$ cat src/rtl/beat_counter.sv
// Heartbeat counter: synchronizes the pulse sensor, debounces beats with a
// refractory dead time, and reports beats per fixed measurement window.
module beat_counter #(
  parameter int WINDOW_CYCLES  = 1_500_000_000,
  parameter int REFRACT_CYCLES = 20_000_000,
  parameter int COUNT_W        = 6
) (
  input  logic               clk,
  input  logic               reset,
  input  logic               pulse_in,
  output logic [COUNT_W-1:0] bps,
  output logic               count_valid,
  output logic               beat_pulse,
  output logic               sat
);

  localparam int TIMER_W = (WINDOW_CYCLES > 1) ? $clog2(WINDOW_CYCLES) : 1;
  localparam int REFR_W  = $clog2(REFRACT_CYCLES + 1);

  localparam logic [TIMER_W-1:0] TIMER_LAST = TIMER_W'(WINDOW_CYCLES - 1);
  localparam logic [TIMER_W-1:0] TIMER_ZERO = TIMER_W'(0);
  localparam logic [TIMER_W-1:0] TIMER_ONE  = TIMER_W'(1);
  localparam logic [REFR_W-1:0]  REFR_LOAD  = REFR_W'(REFRACT_CYCLES);
  localparam logic [REFR_W-1:0]  REFR_ZERO  = REFR_W'(0);
  localparam logic [REFR_W-1:0]  REFR_ONE   = REFR_W'(1);
  localparam logic [COUNT_W-1:0] COUNT_ZERO = COUNT_W'(0);
  localparam logic [COUNT_W-1:0] COUNT_ONE  = COUNT_W'(1);
  localparam logic [COUNT_W-1:0] COUNT_MAX  = {COUNT_W{1'b1}};

  localparam logic [0:0] ST_IDLE    = 1'b0;
  localparam logic [0:0] ST_REFRACT = 1'b1;

  // Returns {increment_attempted_at_max, next_count}; the count sticks at max.
  function automatic logic [COUNT_W:0] sat_inc(input logic [COUNT_W-1:0] value);
    logic [COUNT_W:0] result;
    if (value == COUNT_MAX) begin
      result = {1'b1, COUNT_MAX};
    end else begin
      result = {1'b0, value + COUNT_ONE};
    end
    return result;
  endfunction

  logic               s1_r;
  logic               s2_r;
  logic               s3_r;
  logic               rise_s;

  logic [0:0]         state_r;
  logic [0:0]         state_nxt_s;
  logic [REFR_W-1:0]  refr_r;
  logic [REFR_W-1:0]  refr_nxt_s;
  logic               accept_s;

  logic [TIMER_W-1:0] timer_r;
  logic               terminal_s;
  logic [COUNT_W-1:0] count_r;
  logic               ovf_r;
  logic [COUNT_W:0]   inc_s;
  logic [COUNT_W-1:0] count_add_s;
  logic               ovf_add_s;

  logic [COUNT_W-1:0] bps_r;
  logic               count_valid_r;
  logic               beat_pulse_r;
  logic               sat_r;

  assign rise_s = s2_r & ~s3_r;

  // Two-flop synchronizer followed by the edge-detect flop.
  always_ff @(posedge clk) begin
    if (reset) begin
      s1_r <= 1'b0;
      s2_r <= 1'b0;
      s3_r <= 1'b0;
    end else begin
      s1_r <= pulse_in;
      s2_r <= s1_r;
      s3_r <= s2_r;
    end
  end

  // Beat FSM next state: accept a rise in IDLE, then sit out the dead time.
  always_comb begin
    state_nxt_s = state_r;
    refr_nxt_s  = refr_r;
    accept_s    = 1'b0;
    case (state_r)
      ST_IDLE: begin
        if (rise_s) begin
          accept_s    = 1'b1;
          state_nxt_s = ST_REFRACT;
          refr_nxt_s  = REFR_LOAD;
        end else begin
          state_nxt_s = ST_IDLE;
          refr_nxt_s  = REFR_ZERO;
        end
      end
      ST_REFRACT: begin
        // Rises seen here are dropped; a level still high on exit needs a fresh edge.
        if (refr_r <= REFR_ONE) begin
          state_nxt_s = ST_IDLE;
          refr_nxt_s  = REFR_ZERO;
        end else begin
          state_nxt_s = ST_REFRACT;
          refr_nxt_s  = refr_r - REFR_ONE;
        end
      end
      default: begin
        state_nxt_s = ST_IDLE;
        refr_nxt_s  = REFR_ZERO;
      end
    endcase
  end

  // Beat FSM state, refractory counter and the registered beat strobe.
  always_ff @(posedge clk) begin
    if (reset) begin
      state_r      <= ST_IDLE;
      refr_r       <= REFR_ZERO;
      beat_pulse_r <= 1'b0;
    end else begin
      state_r      <= state_nxt_s;
      refr_r       <= refr_nxt_s;
      beat_pulse_r <= accept_s;
    end
  end

  // Running count including any beat accepted this cycle, so a beat on the
  // terminal cycle lands in the closing window.
  always_comb begin
    inc_s      = sat_inc(count_r);
    terminal_s = (timer_r == TIMER_LAST);
    if (accept_s) begin
      count_add_s = inc_s[COUNT_W-1:0];
      ovf_add_s   = ovf_r | inc_s[COUNT_W];
    end else begin
      count_add_s = count_r;
      ovf_add_s   = ovf_r;
    end
  end

  // Window timer, running count, and the per-window result registers.
  always_ff @(posedge clk) begin
    if (reset) begin
      timer_r       <= TIMER_ZERO;
      count_r       <= COUNT_ZERO;
      ovf_r         <= 1'b0;
      bps_r         <= COUNT_ZERO;
      sat_r         <= 1'b0;
      count_valid_r <= 1'b0;
    end else if (terminal_s) begin
      timer_r       <= TIMER_ZERO;
      count_r       <= COUNT_ZERO;
      ovf_r         <= 1'b0;
      bps_r         <= count_add_s;
      sat_r         <= ovf_add_s;
      count_valid_r <= 1'b1;
    end else begin
      timer_r       <= timer_r + TIMER_ONE;
      count_r       <= count_add_s;
      ovf_r         <= ovf_add_s;
      bps_r         <= bps_r;
      sat_r         <= sat_r;
      count_valid_r <= 1'b0;
    end
  end

  assign bps         = bps_r;
  assign count_valid = count_valid_r;
  assign beat_pulse  = beat_pulse_r;
  assign sat         = sat_r;

endmodule

$ cat config.mk
export PLATFORM = sky130hd
export DESIGN_NAME = beat_counter
export DESIGN_NICKNAME = d
export VERILOG_FILES = /design/src/rtl/beat_counter.sv
export SDC_FILE = /design/constraint.sdc
export NUM_CORES = 1
export LEC_CHECK = 0
export ABC_AREA = 1
export CORE_MARGIN = 1
export CORE_UTILIZATION = 50
export DETAILED_ROUTE_END_ITERATION = 8
export PLACE_DENSITY = 0.67
export SLEW_MARGIN = 20
export SYNTH_ARGS = -nofsm -noshare
export SYNTH_HDL_FRONTEND = slang
export SYNTH_SLANG_ARGS = --single-unit
$ cat constraint.sdc
create_clock -name clk -period 2.02 [get_ports clk]
set_input_delay 0.404 -clock clk [delete_from_list [all_inputs] [get_ports clk]]
set_output_delay 0.404 -clock clk [all_outputs]
set_load 0.03 [all_outputs]
==> metrics.csv <==
stage,metric,value,unit
status,status,completed,
detailed_routing,WL/cell,12.1,microns
critical_path,"Max FO, Critical Path",1,
placement,Buffers on Ports,11,
die,boundary pin count,12,
synth,"Seq/Total Area, Yosys",38.4,%
sta,max-slew violations,0,
global_routing,largest net degree at the start of global routing,37,
critical_path,WS Path Type,reg -> out,
die,core area,7690,sq um
critical_path,CP bufs+invs,1,
final_layout,Nets,621,
clock_tree,Clock Tree Root,clkbuf_8,
die,Initial Util,51.5,%
critical_path,Critical Path AT,1400,ps
global_routing,GRT overflow,0,
sta,worst-margin pin slew,375,ps
die,Die X,91.0,microns
job,max cap viols,0,
detailed_routing,drt first pass iters,4,
synth,Main synth FF type,dfxtp_1,
die,Site Rows,32,
clock_tree,cts repair resizes,0,
detailed_routing,Post-DRT Antenna Nets,0,
clock_tree,CTS buffer count,9,
critical_path,crit path capture type,primary output,
critical_path,crit-path max cell delay,680,ps
sta,final setup TNS,0,ps
synth,Synth cell types,33,
final_layout,layout cells sized above 1,8.58,%
critical_path,"Slowest-stage cell, CP",clkdlybuf4s50_1,
synth,#FFs+latches synth,76,
power_and_ir_drop,maximum vdd ir drop,0.415,mV
clock_tree,CTS tree,yes,
clock_tree,Max clock buf depth,2,
clock_tree,Post-CTS Setup Bufs,0,
clock_tree,"Reg clk slew, reported paths",80,ps
synth,fraction of registers with async set/reset,0,%
sta,Final Cycle Share,89.5,%
die,DIE AREA,8270,sq um
final_layout,Syn-to-layout area delta,9.67,%
synth,"area leader, netlist",dfxtp_1,
die,Die Ht,91.0,microns
global_routing,gr usage total,23.3,%
placement,dpl cell area,4150,sq um
final_layout,most frequent cells in the layout,"nand2_1, nor2_1, dfxtp_1, inv_1, nand3_1",
critical_path,"delay-heaviest family, CP",buffers and inverters,
detailed_routing,Residual DRC,0,
detailed_routing,Vias/cell,5.05,
sta,Fin. Hold Viols,0,
synth,post-synth top area share,38.4,%
final_layout,"commonest non-fill, non-tap cell in the layout",nand2_1,
sta,Highest Clock Rate,553,MHz
clock_tree,clock tree sinks,76,
synth,post-synthesis cell count,595,
worst_hold_path,HP Class,reg -> reg,
critical_path,Worst setup SP type,flip-flop,
sta,final setup fails,0,
synth,Mean Syn Cell Area,6.65,sq um
synth,Area contributors post-synth,"dfxtp_1, nand2_1, nor2_1, nand3_1, inv_1",
critical_path,CP cell instances,clkdlybuf4s50_1,
global_routing,vias in the first global route,3515,
detailed_routing,drt total wl,8710,microns
synth,Synth Warn #,0,
power_and_ir_drop,Leak,1.78,nW
global_routing,first-pass GRT wire length,15400,microns
final_layout,layout filler cell count,798,
clock_tree,H-tree Lvls,3,
final_layout,post-route cell area,4340,sq um
clock_tree,hold-fix buffers at CTS,0,
power_and_ir_drop,Power per Cell Area,743,nW/um^2
global_routing,initial antenna violation count,0,
placement,RePlAce Congestion,0.981,
detailed_routing,Initial DRC Count,114,
detailed_routing,routed via count,3633,
final_layout,number of diodes,0,
synth,Mapped Nets,602,
clock_tree,Clock Latency Late Sink,360,ps
sta,Final Critical Period,1810,ps
sta,Worst Skew,14.5,ps
synth,mapped cell area,3960,sq um
synth,Post-synth EDFFs,0,
placement,hpwl dp,6630,microns
sta,relative slew slack,74.9,%
sta,WHS,408,ps
sta,RSZ-0062 raised after global routing,false,
critical_path,worst path required time,1620,ps
-- report_power, final --
group          internal, W  total [W]  switching [W]
clock network     0.000563    0.00114       0.000577
logic             0.000194   0.000521       0.000326
registers          0.00153    0.00156      0.0000309
total              0.00229    0.00322       0.000934
-- worst paths after layout --
kind	start	slack, ps	end	depth (start not counted)
worst min-delay path	s1_r	410	s2_r	2
worst max register to register	timer_r[0]	230	timer_r[10]	8
worst max-delay path	count_valid	210	count_valid	1
worst min register to register	s1_r	410	s2_r	2
-- sequential cells by signal, indices dropped and copies added, names as in the netlist, 6 cells and up --
register and count:
count_r 6, bps 6, refr_r 25, timer_r 31
-- per-layer routing --
| layer | vias up | GRT usage, % | share of wire, % |
|---|---|---|---|
| met5 | - | 0 | 0 |
| met4 | 0 | 11.8 | 3.3 |
| met3 | 25 | 4.19 | 3.7 |
| met2 | 70 | 39.1 | 46 |
| met1 | 1630 | 28.7 | 47 |
| li1 | 1908 | - | - |
-- layout make-up --
class	instances	area (sq um)	share of cell area, %
multi-input combinational	454	2150	49.4
sequential	76	1520	35.1
inverter	58	218	5.02
timing repair buffer	15	140	3.23
tap	102	128	2.94
clock buffer	9	124	2.85
clock inverter	6	63.8	1.47
-- cells in the mapped netlist (all sizes together), types with 5 or more instances --
cell type,number
inv,58
buf,5
o21ai,17
nor3,7
nand3b,8
xor2,9
a21oi,33
dfxtp,76
or2,11
xnor2,7
nand3,49
nand2,170
nor2,132
-- kinds of logic (layout without fill, tap and decap cells) --
group / Yosys count / in the layout / share of synthesized area, %
and+or+nand+nor: 382 / 382 / 41.8
DFF: 76 / 76 / 38.4
buffers and inverters: 65 / 88 / 7.33
AOI/OAI and AO/OA: 52 / 52 / 7.62
xor gates and xnor gates: 16 / 16 / 3.54
adders and majority gates: 4 / 4 / 1.26
-- stage by stage --
stage	cells	power (W)	setup slack, ps	utilization, %
global placement	705	0.00211	247	54.0
CTS	720	0.00325	182	56.5
detailed placement	705	0.00212	220	54.0
global route	720	0.00341	60.8	56.5
floorplan	595	0.00202	461	-
finish	720	0.00322	211	56.5
-- tightest hold or removal path, delay by kind of cell (launching register included) --
family / cells / cell delay (ps)
and+or+nand+nor: 1 / 30
buffers and inverters: 1 / 40
DFF: 1 / 300
Power figures use the tool's default switching activity.
